File: config.mk
export PLATFORM = sky130hd
export DESIGN_NAME = md_sequencer_flat
export DESIGN_NICKNAME = d
export VERILOG_FILES = /design/src/rtl/md_sequencer_if.sv /design/src/rtl/md_sequencer.sv /design/src/flat_wrapper.sv
export SDC_FILE = /design/constraint.sdc
export NUM_CORES = 1
export LEC_CHECK = 0
export ABC_AREA = 1
export BUFFER_PORTS_ARGS = -buffer_cell sky130_fd_sc_hd__buf_2
export CAP_MARGIN = 15
export CORE_MARGIN = 1.5
export CORE_UTILIZATION = 45
export DETAILED_ROUTE_END_ITERATION = 10
export HOLD_SLACK_MARGIN = 0.15
export PLACE_DENSITY = 0.69
export SKIP_CTS_REPAIR_TIMING = 1
export SYNTH_ARGS = -nofsm -noshare
export SYNTH_HDL_FRONTEND = slang
export SYNTH_SLANG_ARGS = --single-unit
File: constraint.sdc
create_clock -name clock -period 7.4 [get_ports clock]
set_clock_uncertainty 0.15 [all_clocks]
set_input_delay 2.22 -clock clock [delete_from_list [all_inputs] [get_ports clock]]
set_output_delay 2.22 -clock clock [all_outputs]
set_load 0.01 [all_outputs]
File: src/rtl/md_sequencer_if.sv
// ============================================================================
// Module   : md_sequencer_if
// Purpose  : Pipeline-side handshake and HI/LO bus of the multiply/divide
//            sequencer; master is the pipeline, slave is the sequencer.
// Revision : 1.0 - initial release
// ============================================================================
`default_nettype none

interface md_sequencer_if #(
  parameter int WIDTH = 32
);
  logic             Md_start;
  logic [1:0]       Md_op;
  logic [WIDTH-1:0] Read_data_1;
  logic [WIDTH-1:0] Read_data_2;
  logic             Mthi;
  logic             Mtlo;
  logic             Hilo_read;
  logic [WIDTH-1:0] Hi_out;
  logic [WIDTH-1:0] Lo_out;
  logic             Busy;
  logic             Md_done;
  logic             Div_zero;
  logic             Md_stall;

  modport master (
    output Md_start, Md_op, Read_data_1, Read_data_2, Mthi, Mtlo, Hilo_read,
    input  Hi_out, Lo_out, Busy, Md_done, Div_zero, Md_stall
  );

  modport slave (
    input  Md_start, Md_op, Read_data_1, Read_data_2, Mthi, Mtlo, Hilo_read,
    output Hi_out, Lo_out, Busy, Md_done, Div_zero, Md_stall
  );
endinterface

`default_nettype wire

File: src/rtl/md_sequencer.sv
// ============================================================================
// Module   : md_sequencer
// Purpose  : Iterative shift-add multiply / restoring divide controller that
//            owns HI/LO. Optional macro MD_EARLY_OUT_EN shortens multiplies
//            once the remaining multiplier bits are zero.
// Revision : 1.0 - initial release
// ============================================================================
`default_nettype none

module md_sequencer #(
  parameter int WIDTH = 32,
  parameter int CNT_W = 6
) (
  input  wire logic     clock,
  input  wire logic     reset,
  md_sequencer_if.slave md
);

  typedef enum logic [1:0] {
    S_IDLE = 2'd0,
    S_RUN  = 2'd1,
    S_FIX  = 2'd2
  } state_t;

  localparam logic [CNT_W-1:0] c_last = CNT_W'(WIDTH - 1);

  state_t               r_state;
  state_t               w_next_state;
  logic [2*WIDTH-1:0]   r_acc;
  logic [WIDTH-1:0]     r_opnd;
  logic [CNT_W-1:0]     r_cnt;
  logic                 r_is_div;
  logic                 r_neg_res;
  logic                 r_neg_rem;
  logic [WIDTH-1:0]     r_hi;
  logic [WIDTH-1:0]     r_lo;
  logic                 r_done;
  logic                 r_div_zero;

  logic                 w_busy;
  logic                 w_start_ok;
  logic                 w_div_zero_req;
  logic                 w_a_neg;
  logic                 w_b_neg;
  logic [WIDTH-1:0]     w_a_mag;
  logic [WIDTH-1:0]     w_b_mag;
  logic                 w_run_last;
  logic [WIDTH:0]       w_mult_sum;
  logic [2*WIDTH-1:0]   w_mult_step;
  logic [WIDTH:0]       w_trial;
  logic [2*WIDTH-1:0]   w_div_step;
  logic [2*WIDTH-1:0]   w_prod;
  logic [WIDTH-1:0]     w_quot;
  logic [WIDTH-1:0]     w_rem;
  logic [WIDTH-1:0]     w_fix_hi;
  logic [WIDTH-1:0]     w_fix_lo;

  assign w_busy         = (r_state != S_IDLE);
  assign w_start_ok     = md.Md_start & ~w_busy;
  assign w_div_zero_req = w_start_ok & md.Md_op[1] & (md.Read_data_2 == '0);

  // Md_op[0] selects unsigned; signed ops run on magnitudes and fix signs last
  assign w_a_neg = ~md.Md_op[0] & md.Read_data_1[WIDTH-1];
  assign w_b_neg = ~md.Md_op[0] & md.Read_data_2[WIDTH-1];
  assign w_a_mag = w_a_neg ? -md.Read_data_1 : md.Read_data_1;
  assign w_b_mag = w_b_neg ? -md.Read_data_2 : md.Read_data_2;

  assign w_run_last = (r_cnt == c_last);

  // Multiply: acc = {partial product, unshifted multiplier}, carry kept on shift
  assign w_mult_sum  = {1'b0, r_acc[2*WIDTH-1:WIDTH]} + {1'b0, (r_acc[0] ? r_opnd : '0)};
  assign w_mult_step = {w_mult_sum, r_acc[WIDTH-1:1]};

  // Divide: acc = {remainder, quotient}; the trial uses WIDTH+1 remainder bits
  assign w_trial    = r_acc[2*WIDTH-1:WIDTH-1] - {1'b0, r_opnd};
  assign w_div_step = w_trial[WIDTH] ? {r_acc[2*WIDTH-2:0], 1'b0}
                                     : {w_trial[WIDTH-1:0], r_acc[WIDTH-2:0], 1'b1};

  assign w_prod   = r_neg_res ? -r_acc : r_acc;
  assign w_quot   = r_neg_res ? -r_acc[WIDTH-1:0] : r_acc[WIDTH-1:0];
  assign w_rem    = r_neg_rem ? -r_acc[2*WIDTH-1:WIDTH] : r_acc[2*WIDTH-1:WIDTH];
  assign w_fix_hi = r_is_div ? w_rem  : w_prod[2*WIDTH-1:WIDTH];
  assign w_fix_lo = r_is_div ? w_quot : w_prod[WIDTH-1:0];

`ifdef MD_EARLY_OUT_EN
  localparam logic [CNT_W:0] c_width = (CNT_W + 1)'(WIDTH);

  logic [WIDTH-1:0]   w_rem_mask;
  logic               w_mul_idle;
  logic [CNT_W:0]     w_shamt;
  logic [2*WIDTH-1:0] w_early_acc;

  assign w_rem_mask  = {WIDTH{1'b1}} >> r_cnt;
  assign w_mul_idle  = ~r_is_div & ((r_acc[WIDTH-1:0] & w_rem_mask) == '0);
  assign w_shamt     = c_width - {1'b0, r_cnt};
  assign w_early_acc = r_acc >> w_shamt;
`endif

  always_ff @(posedge clock or negedge reset) begin
    if (!reset) begin
      r_state <= S_IDLE;
    end else begin
      r_state <= w_next_state;
    end
  end

  always_comb begin
    w_next_state = r_state;
    case (r_state)
      S_IDLE: begin
        if (w_start_ok && !w_div_zero_req) w_next_state = S_RUN;
      end
      S_RUN: begin
`ifdef MD_EARLY_OUT_EN
        if (w_run_last || w_mul_idle) w_next_state = S_FIX;
`else
        if (w_run_last) w_next_state = S_FIX;
`endif
      end
      S_FIX:   w_next_state = S_IDLE;
      default: w_next_state = S_IDLE;
    endcase
  end

  always_ff @(posedge clock or negedge reset) begin
    if (!reset) begin
      r_acc      <= '0;
      r_opnd     <= '0;
      r_cnt      <= '0;
      r_is_div   <= 1'b0;
      r_neg_res  <= 1'b0;
      r_neg_rem  <= 1'b0;
      r_hi       <= '0;
      r_lo       <= '0;
      r_done     <= 1'b0;
      r_div_zero <= 1'b0;
    end else begin
      r_done <= 1'b0;
      case (r_state)
        S_IDLE: begin
          if (w_start_ok) begin
            // a start wins over any coincident mthi/mtlo
            r_div_zero <= w_div_zero_req;
            r_done     <= w_div_zero_req;
            if (!w_div_zero_req) begin
              r_acc     <= md.Md_op[1] ? {{WIDTH{1'b0}}, w_a_mag} : {{WIDTH{1'b0}}, w_b_mag};
              r_opnd    <= md.Md_op[1] ? w_b_mag : w_a_mag;
              r_cnt     <= '0;
              r_is_div  <= md.Md_op[1];
              r_neg_res <= w_a_neg ^ w_b_neg;
              r_neg_rem <= w_a_neg;
            end
          end else begin
            if (md.Mthi) r_hi <= md.Read_data_1;
            if (md.Mtlo) r_lo <= md.Read_data_1;
          end
        end
        S_RUN: begin
          r_cnt <= r_cnt + 1'b1;
`ifdef MD_EARLY_OUT_EN
          if (w_mul_idle)    r_acc <= w_early_acc;
          else if (r_is_div) r_acc <= w_div_step;
          else               r_acc <= w_mult_step;
`else
          r_acc <= r_is_div ? w_div_step : w_mult_step;
`endif
        end
        S_FIX: begin
          r_hi   <= w_fix_hi;
          r_lo   <= w_fix_lo;
          r_done <= 1'b1;
        end
        default: ;
      endcase
    end
  end

  assign md.Hi_out   = r_hi;
  assign md.Lo_out   = r_lo;
  assign md.Busy     = w_busy;
  assign md.Md_done  = r_done;
  assign md.Div_zero = r_div_zero;
  assign md.Md_stall = w_busy & (md.Md_start | md.Hilo_read | md.Mthi | md.Mtlo);

endmodule

`default_nettype wire

File: src/flat_wrapper.sv
// flat-port wrapper written by rule: the top's interface ports become plain ports
module md_sequencer_flat 
#(
  parameter int WIDTH = 32,
  parameter int CNT_W = 6
)
  (clock, reset, md_Md_start, md_Md_op, md_Read_data_1, md_Read_data_2, md_Mthi, md_Mtlo, md_Hilo_read, md_Hi_out, md_Lo_out, md_Busy, md_Md_done, md_Div_zero, md_Md_stall);
  md_sequencer_if #(.WIDTH(WIDTH)) md_i ();
  input  wire logic clock;
  input  wire logic reset;
  input wire logic [$bits(md_i.Md_start)-1:0] md_Md_start;
  input wire logic [$bits(md_i.Md_op)-1:0] md_Md_op;
  input wire logic [$bits(md_i.Read_data_1)-1:0] md_Read_data_1;
  input wire logic [$bits(md_i.Read_data_2)-1:0] md_Read_data_2;
  input wire logic [$bits(md_i.Mthi)-1:0] md_Mthi;
  input wire logic [$bits(md_i.Mtlo)-1:0] md_Mtlo;
  input wire logic [$bits(md_i.Hilo_read)-1:0] md_Hilo_read;
  output wire logic [$bits(md_i.Hi_out)-1:0] md_Hi_out;
  output wire logic [$bits(md_i.Lo_out)-1:0] md_Lo_out;
  output wire logic [$bits(md_i.Busy)-1:0] md_Busy;
  output wire logic [$bits(md_i.Md_done)-1:0] md_Md_done;
  output wire logic [$bits(md_i.Div_zero)-1:0] md_Div_zero;
  output wire logic [$bits(md_i.Md_stall)-1:0] md_Md_stall;
  assign md_i.Md_start = md_Md_start;
  assign md_i.Md_op = md_Md_op;
  assign md_i.Read_data_1 = md_Read_data_1;
  assign md_i.Read_data_2 = md_Read_data_2;
  assign md_i.Mthi = md_Mthi;
  assign md_i.Mtlo = md_Mtlo;
  assign md_i.Hilo_read = md_Hilo_read;
  assign md_Hi_out = md_i.Hi_out;
  assign md_Lo_out = md_i.Lo_out;
  assign md_Busy = md_i.Busy;
  assign md_Md_done = md_i.Md_done;
  assign md_Div_zero = md_i.Div_zero;
  assign md_Md_stall = md_i.Md_stall;
  md_sequencer #(.WIDTH(WIDTH), .CNT_W(CNT_W)) u_core (.clock(clock), .reset(reset), .md(md_i));
endmodule
==> Yosys cells after proc, flatten, opt, wreduce, memory -nomap -nowiden <==
Cells that the tools add are included.
Widths: inputs -> output; s select.
{ "op_classes": {"n_addsub": 8, "bitwise_logic": 13, "n_mul": 0, "magnitude_cmp": 0, "muxes": 29, "n_shift": 0, "n_div": 0, "n_eq_ne": 10, "reduce_logical": 13} }
{ "ops": {"columns": ["cell", "n"], "rows": [
  ["$mux 32", 13],
  ["$mux 64", 5],
  ["$neg 32->32", 4],
  ["$pmux 32 s2", 2],
  ["$pmux 64 s2", 1],
  ["$neg 64->64", 1],
  ["$add 32x32->33", 1],
  ["$sub 33x32->33", 1],
  ["$logic_not 32->1", 1],
  ["$mux 6", 2],
  ["$pmux 6 s2", 1],
  ["$reduce_and 3->1", 4],
  ["$ne 2x2->1 const B", 4],
  ["$add 6x1->6 const B", 1],
  ["$and 1x1->1", 6],
  ["$eq 6x5->1 const B", 1],
  ["$ne 2x1->1 const B", 3],
  ["$reduce_bool 2->1", 3],
  ["$mux 2", 2],
  ["$pmux 2 s2", 1],
  ["$reduce_and 2->1", 2],
  ["$not 1->1", 3],
  ["$or 1x1->1", 3],
  ["$eq 2x1->1 const B", 1],
  ["other kinds (7)", 7]
]} }
{ "totals": {"in_bits": 72, "n_memories": 0, "ramBits": 0, "rom_bits": 0, "latch_bits": 0, "reg_bits": 173, "wordCells": 84} }

==> Longest topological paths before layout <==
Gate-level depths: netlist of run 1.
{ "logic_depth": {"ltp_word": 9, "mapped_depth": 22, "mapped_depth_nobuf": 20} }

==> Worst setup path after synthesis of run 1 <==
Ideal clock, no wire load.
{ "synth_path": {"path_kind": "input to output", "from": "input md_Md_start", "to": "output md_Md_stall", "t_arrival_ps": 2497, "required_time_ps": 5030, "stages": 2, "path_buffers": 0, "path_slack_ps": 2533, "cell_sequence": "nor3_1 a21oi_1"} }
{ "synth_between": {"elab_chain_cells": 4} }
{ "synth_lines": {"columns": ["item", "line", "rtl"], "rows": [
  ["start, declared", "flat_wrapper.sv:11", "input wire logic [$bits(md_i.Md_start)-1:0] md_Md_start;"],
  ["$or 1x1->1 (3 in a row)", "md_sequencer.sv:183", "assign md.Md_stall = w_busy & (md.Md_start | md.Hilo_read | md.Mthi | md.Mtlo);"],
  ["$and 1x1->1", "md_sequencer.sv:183", null],
  ["end, declared", "flat_wrapper.sv:23", "output wire logic [$bits(md_i.Md_stall)-1:0] md_Md_stall;"]
]} }
Every way passes these cells.

==> Worst setup path after layout of run 1 <==
{ "layout_path": {"from": "input md_Read_data_2[0]", "to": "register u_core.r_acc[3]"} }
{ "layout_between": {"elab_chain_cells": 6, "elab_cells_between_ends": 10, "cone_classes": "1 x add/sub; 1 x eq/ne; 5 x mux; 1 x bitwise; 2 x reduce/logical"} }
{ "layout_lines": {"columns": ["item", "line", "rtl"], "rows": [
  ["start, declared", "flat_wrapper.sv:14", "input wire logic [$bits(md_i.Read_data_2)-1:0] md_Read_data_2;"],
  ["$neg 32->32", "md_sequencer.sv:66", "assign w_b_mag = w_b_neg ? -md.Read_data_2 : md.Read_data_2;"],
  ["$mux 32", "md_sequencer.sv:66", null],
  ["$mux 32", "md_sequencer.sv:146", "r_acc <= md.Md_op[1] ? {{WIDTH{1'b0}}, w_a_mag} : {{WIDTH{1'b0}}, w_b_mag};"],
  ["$mux 64", "md_sequencer.sv:145", "if (!w_div_zero_req) begin"],
  ["$mux 64", "md_sequencer.sv:141", "if (w_start_ok) begin"],
  ["$pmux 64 s2", "md_sequencer.sv:139", "case (r_state)"],
  ["end signal, assigned", "md_sequencer.sv:146", null],
  ["end signal, assigned", "md_sequencer.sv:165", "r_acc <= r_is_div ? w_div_step : w_mult_step;"],
  ["end, declared", "md_sequencer.sv:29", "logic [2*WIDTH-1:0] r_acc;"]
]} }
Several ways; a longest one is shown, not always the timed one. The select of a mux whose other input is x is not followed.
A chain may end at the register's enable or synchronous reset.

==> impl_metrics.yaml, run 1 <==
floorplan:
  die_area_um2: 41720
  ios: 140
  core_um2: 39820
  die_w_um: 204.3
  placementRows: 73
  die_h_um: 204.3
  initial_core_util: 0.4577
sta:
  fmax_ghz: 0.1845
  tightest_slew_ns: 1.132
  fin_crit_sh: 0.7323
  final-setup-viol-count: 0
  max_slew_margin: 0.2428
  finalHoldViolCount: 0
  rsz0062_at_grt: "false"
  fin_crit_ns: 5.419
  slew_viol_final: 0
  fin_tns_setup_ns: 0
setup_path:
  crit_required_ns: 7.59
  crit_type: "in2reg"
  r2r_end: "u_core.r_acc[63]$_DFFE_PN0P_"
  cp_top_family: "compound AO/OA/AOI/OAI gates"
  startpoint_type: "input port"
  path_cells: "buf_2 -> inv_1 -> ha_1 -> nand3_1 -> nor2_4 -> nand2_1 -> nor2_2 -> a21boi_4 -> buf_4 -> o21ai_4 -> inv_2 -> nand3_1 -> o21ai_0"
  reg2regPathDepth: 18
  endpoint_kind: "flop"
  critical_path.max_stage_delay_ns: 0.89
  cp.arrival_ns: 5.61
  cp_common_cell: "nand3_1"
  worst-path-max-fanout: 43
  slowest_stage: "o21ai_4"
  cp-endpoint: "u_core.r_acc[3]$_DFFE_PN0P_"
  worstSetupPathDepth: 13
  ff2ff_setup_slack_ns: 3.43
  cp.buffers_inverters: 4
  r2r-start: "u_core.r_acc[31]$_DFFE_PN0P_"
  crit_start: "md_Read_data_2[0]"
clock_network:
  insertion_delay_ns: 0.48
  cts_tree: "built"
  cts-buffers-inserted: 17
  htreeDepth: 4
  clock-sinks: 173
  cts_root_buf: "clkbuf_16"
  clk_path_buf_depth: 2
  clk_pin_slew_worst_paths_ns: 0.08
placement:
  dpl.hpwl_mm: 68.40
  dp_cells: 3732
  port_buffers: 139
  gp_congestion: 1.054
global_routing:
  antenna_found_initial: 5
  grt_pass1_wl_mm: 124.9
  grt.overflow.total: 0
  grt_max_degree: 91
  grt_pass1_vias: 20320
  grt_use_total: 0.4050
routing:
  via_per_inst: 5.909
  wirelength_mm: 85.04
  route.vias.total: 22260
  drt_iter0_markers: 2525
  routedWlPerCell_um: 22.58
  firstDrtPassIters: 9
  drc_errors: 0
  postRouteAntennaNets: 0
finish:
  fin_cells: 3766
  finalNetCount: 3369
  nFillCells: 4320
  drive_gt1_frac: 0.07070
  area_growth_pct: 9.404
status:
  outcome: "complete, no violations"
flow_run:
  cap_violations: 0
yosys:
  syn-num-nets: 3294
  synth_cell_types: 50
  yosysSeqAreaShare: 0.2375
  syn-mean-instance-area_um2: 5.785
  synthArstFlopShare: 1.000
  ys_seq_elements: 173
  netlist_instances: 3151
  syn-cell-area_um2: 18230
  synth_warnings: 0
  synth_enable_flop_cells: 0
  synth_flop_cell: "dfrtp_1"
pwr:
  p_leak_nw: 10.47
  power_density_nw_per_um2: 525.7
  ir_worst_vdd_mv: 0.2378
worst_hold_path:
  hold-path-cell-count: 2
  worstHoldPathType: "reg2reg"
registers in the layout, indices dropped and copies added (netlist names):
signal,cells
u_core.r_state,2
u_core.r_opnd,32
u_core.r_is_div,1
u_core.md.Lo_out,32
u_core.md.Hi_out,32
u_core.md.Md_done,1
u_core.r_neg_rem,1
u_core.md.Div_zero,1
u_core.r_cnt,6
u_core.r_neg_res,1
u_core.r_acc,64
worst min-delay path, delay by kind of cell (launching register included):
family,cells,cell delay (ns)
AO/OA/AOI/OAI,1,0.06
flip-flops,1,0.35
AND/OR/NAND/NOR,1,0.05
routing by layer:
metal  vias to the layer above  wire, µm  track usage
met1                     10420     34760       0.5328
met4                         2      5217       0.2072
met3                       264      8008      0.07844
li1                      10300         -            -
met2                      1269     37040       0.6301
met5                         -        21            0
worst min path at each step:
stage / startpoint / endpoint / slack (ns)
floorplan: u_core.r_acc[19]$_DFFE_PN0P_ / u_core.r_acc[19]$_DFFE_PN0P_ / 0.34
global placement: u_core.md.Lo_out[0]$_DFFE_PN0P_ / u_core.md.Lo_out[0]$_DFFE_PN0P_ / 0.33
detailed placement: u_core.md.Lo_out[11]$_DFFE_PN0P_ / u_core.md.Lo_out[11]$_DFFE_PN0P_ / 0.33
CTS: u_core.md.Lo_out[19]$_DFFE_PN0P_ / u_core.md.Lo_out[19]$_DFFE_PN0P_ / 0.35
global route: u_core.md.Lo_out[11]$_DFFE_PN0P_ / u_core.md.Lo_out[11]$_DFFE_PN0P_ / 0.36
finish: u_core.md.Lo_out[11]$_DFFE_PN0P_ / u_core.md.Lo_out[11]$_DFFE_PN0P_ / 0.35
cell families after synthesis:
family | count (synthesis) | synth area share
adders and majority gates | 71 | 0.04956
and+or+nand+nor | 1831 | 0.4158
buffers and inverters | 539 | 0.1139
xor gates and xnor gates | 63 | 0.03027
DFF | 173 | 0.2375
AOI/OAI and AO/OA | 474 | 0.1529
cells in the final DEF (no fill, tap or decap), types with 39 or more instances in the layout:
| cell | instances |
|---|---|
| nand2_1 | 1083 |
| xor2_1 | 41 |
| nand4_1 | 48 |
| nor2_1 | 306 |
| o21ai_0 | 182 |
| buf_2 | 138 |
| o211ai_1 | 46 |
| inv_1 | 428 |
| dfrtp_1 | 172 |
| nor3_1 | 39 |
| nand3_1 | 304 |
| a21oi_1 | 151 |
| ha_1 | 69 |
cell type report:
type,instances,area (µm²),area share
tap,525,656.9,0.03294
clock buffer,20,456.7,0.02290
antenna,2,5.005,0.0002510
inverter,434,1629,0.08169
clock inverter,12,152.6,0.007655
timing repair buffer,161,867.1,0.04348
sequential,173,4330,0.2172
multi-input combinational,2439,11840,0.5939
metrics by stage:
stage | utilization | worst slack (ns) | instance area [µm²] | hold WS [ns] | total power, mW
floorplan | - | 2.533 | 18230 | 0.3375 | 6.809
global placement | 0.4853 | 1.706 | 19330 | 0.3308 | 9.211
detailed placement | 0.4853 | 1.611 | 19330 | 0.3288 | 9.272
CTS | 0.5006 | 2.127 | 19940 | 0.3476 | 10.27
global route | 0.5006 | 1.747 | 19940 | 0.3635 | 11.29
finish | 0.5008 | 1.981 | 19940 | 0.3503 | 10.48
power by group:
group	leakage [nW]	switching (mW)	internal (mW)	total (mW)
sequential	2.12	0.701	1.42	2.12
clock	0.299	0.455	0.527	0.983
combinational	8.05	5.12	2.26	7.38
cell usage after synthesis, types with 22 or more instances:
master	number	area share
nand2_1	1083	0.22
inv_1	428	0.088
nor2_1	311	0.064
nand3_1	304	0.083
o21ai_0	182	0.050
dfrtp_1	173	0.24
a21oi_1	151	0.041
clkbuf_1	71	0.015
ha_1	69	0.047
nand4_1	48	0.016
o211ai_1	46	0.019
xor2_1	41	0.020
nor3_1	39	0.011
o21bai_1	24	0.0099
o221ai_1	24	0.012
xnor2_1	22	0.011
No activity file was read; power rests on OpenSTA's default activity.
==> inputs of run 2 (changes only) <==
PLACE_DENSITY = 0.71   (was 0.69)
clock period = 4.78 ns   (was 7.4 ns; I/O delays follow)
==> impl_metrics.yaml, run 2 (synthesis results as in run 1) <==
floorplan:
  initial_core_util: 0.4577
  core_um2: 39820
  die_area_um2: 41720
  die_h_um: 204.3
  ios: 140
  die_w_um: 204.3
  placementRows: 73
global_routing:
  antenna_found_initial: 4
  use_met3: 0.07653
  grt_use_total: 0.3797
  grt.overflow.total: 0
  grt_pass1_vias: 20260
  grt.busiest_layer: "met2"
  grtUsageMet1: 0.4883
  grt_pass1_wl_mm: 118.5
  grt_max_degree: 76
  met2_usage: 0.5769
sta:
  max_slew_margin: 0.2943
  finalHoldViolCount: 0
  rsz0062_at_grt: "false"
  fin_crit_sh: 0.7855
  hold_ws_ns: 0.3393
  fin_crit_ns: 3.755
  fmax_ghz: 0.2663
  final-setup-viol-count: 0
  fin_tns_setup_ns: 0
  tightest_slew_ns: 1.057
  slew_viol_final: 0
finish:
  fin_cells: 3777
  drive_gt1_frac: 0.07382
  final_util: 0.5032
  postLayoutCellArea_um2: 20040
  nFillCells: 4322
  layout_common_cells: "nand2_1, inv_1, nor2_1, nand3_1, o21ai_0"
  area_growth_pct: 9.939
  layout_commonest_cell: "nand2_1"
  finalNetCount: 3381
  largest-register: "u_core.r_acc"
  largest_reg_flops: 64
routing:
  route.vias.total: 21890
  postRouteAntennaNets: 0
  via_per_inst: 5.795
  firstDrtPassIters: 7
  drt_iter0_markers: 2406
  wirelength_mm: 79.58
  drc_errors: 0
  routedWlPerCell_um: 21.07
clock_network:
  cts-buffers-inserted: 17
  clock-sinks: 173
  htreeDepth: 4
  clk_path_buf_depth: 2
  insertion_delay_ns: 0.48
  clk_pin_slew_worst_paths_ns: 0.07
  cts_tree: "built"
  cts_root_buf: "clkbuf_16"
setup_path:
  cp.arrival_ns: 4.01
  startpoint_type: "flop"
  crit_type: "reg2reg"
  crit_required_ns: 5.04
  worst-path-max-fanout: 25
  endpoint_kind: "flop"
pwr:
  p_leak_nw: 10.53
  power_density_nw_per_um2: 800.4
  ir_worst_vdd_mv: 0.4353
placement:
  gp_congestion: 1.058
  dp_cells: 3744
  place_area_um2: 19440
  dpl.hpwl_mm: 63.61
  port_buffers: 139
worst_hold_path:
  worstHoldPathType: "reg2reg"
flow_run:
  cap_violations: 0
status:
  outcome: "complete, no violations"
[run 2: changes by cell type in the layout (fill, tap and decap cells not counted), sizes merged]
| cell | before | now |
|---|---|---|
| diode | 2 | 1 |
| buf | 161 | 173 |
| clkinv | 5 | 9 |
| clkbuf | 20 | 19 |
| inv | 438 | 435 |
[run 2: area by class of cell]
| type | count | area [µm²] | area share |
|---|---|---|---|
| inverter | 434 | 1629 | 0.08129 |
| antenna | 1 | 2.502 | 0.0001249 |
| multi-input combinational | 2439 | 11840 | 0.5910 |
| timing repair buffer | 173 | 982.2 | 0.04901 |
| tap | 525 | 656.9 | 0.03278 |
| sequential | 173 | 4330 | 0.2161 |
| clock buffer | 19 | 432.9 | 0.02160 |
| clock inverter | 13 | 161.4 | 0.008054 |
[run 2: where the power goes]
group	switching, mW	internal, mW	total [mW]
Combinational	7.74	3.55	11.3
Sequential	1.07	2.19	3.26
Clock	0.707	0.784	1.49
Total	9.51	6.53	16.0
[run 2: worst paths after layout]
| path | start | endpoint | slack [ns] | depth (start not counted) |
|---|---|---|---|---|
| min in group asynchronous | reset | u_core.md.Lo_out[12]$_DFFE_PN0P_ | 0.86 | 1 |
| worst min-delay path | u_core.md.Hi_out[7]$_DFFE_PN0P_ | u_core.md.Hi_out[7]$_DFFE_PN0P_ | 0.34 | 2 |
| worst max-delay path | u_core.r_acc[31]$_DFFE_PN0P_ | u_core.r_acc[63]$_DFFE_PN0P_ | 1.03 | 18 |
| max in group asynchronous | reset | u_core.md.Hi_out[7]$_DFFE_PN0P_ | 2.76 | 2 |
| worst min register to register | u_core.md.Hi_out[7]$_DFFE_PN0P_ | u_core.md.Hi_out[7]$_DFFE_PN0P_ | 0.34 | 2 |
| worst max register to register | u_core.r_acc[31]$_DFFE_PN0P_ | u_core.r_acc[63]$_DFFE_PN0P_ | 1.03 | 18 |
[run 2: critical path: stages (launching register included)]
cell and delay (ns):
dfrtp_1 0.59, inv_1 0.14, ha_1 0.24, fa_1 0.41, inv_1 0.10, nand3_1 0.07, nand2_1 0.16, nand2_1 0.07
nand2_1 0.15, nand2_1 0.07, nand2_1 0.13, nand2_1 0.12, nand2_1 0.11, nand2_1 0.05, nand2_1 0.66, nand2_1 0.10
nand3_1 0.22, nand2_1 0.09, nand2_1 0.06
[run 2: routing by layer]
metal  vias to the layer above  share of wire  wire length [µm]
met5                         -        0.00075                60
met4                        10          0.073              5770
met2                      1219           0.43             34180
met1                     10070           0.40             31880
met3                       262          0.097              7694
li1                      10320              -                 -
[run 2: metrics by stage]
| step | worst slack [ns] | power [mW] |
|---|---|---|
| after floorplan | 1.485 | 10.54 |
| after global placement | 0.9663 | 14.14 |
| after detailed placement | 0.8756 | 14.17 |
| after CTS | 1.166 | 15.71 |
| after global routing | 0.8129 | 17.29 |
| final | 1.025 | 16.04 |
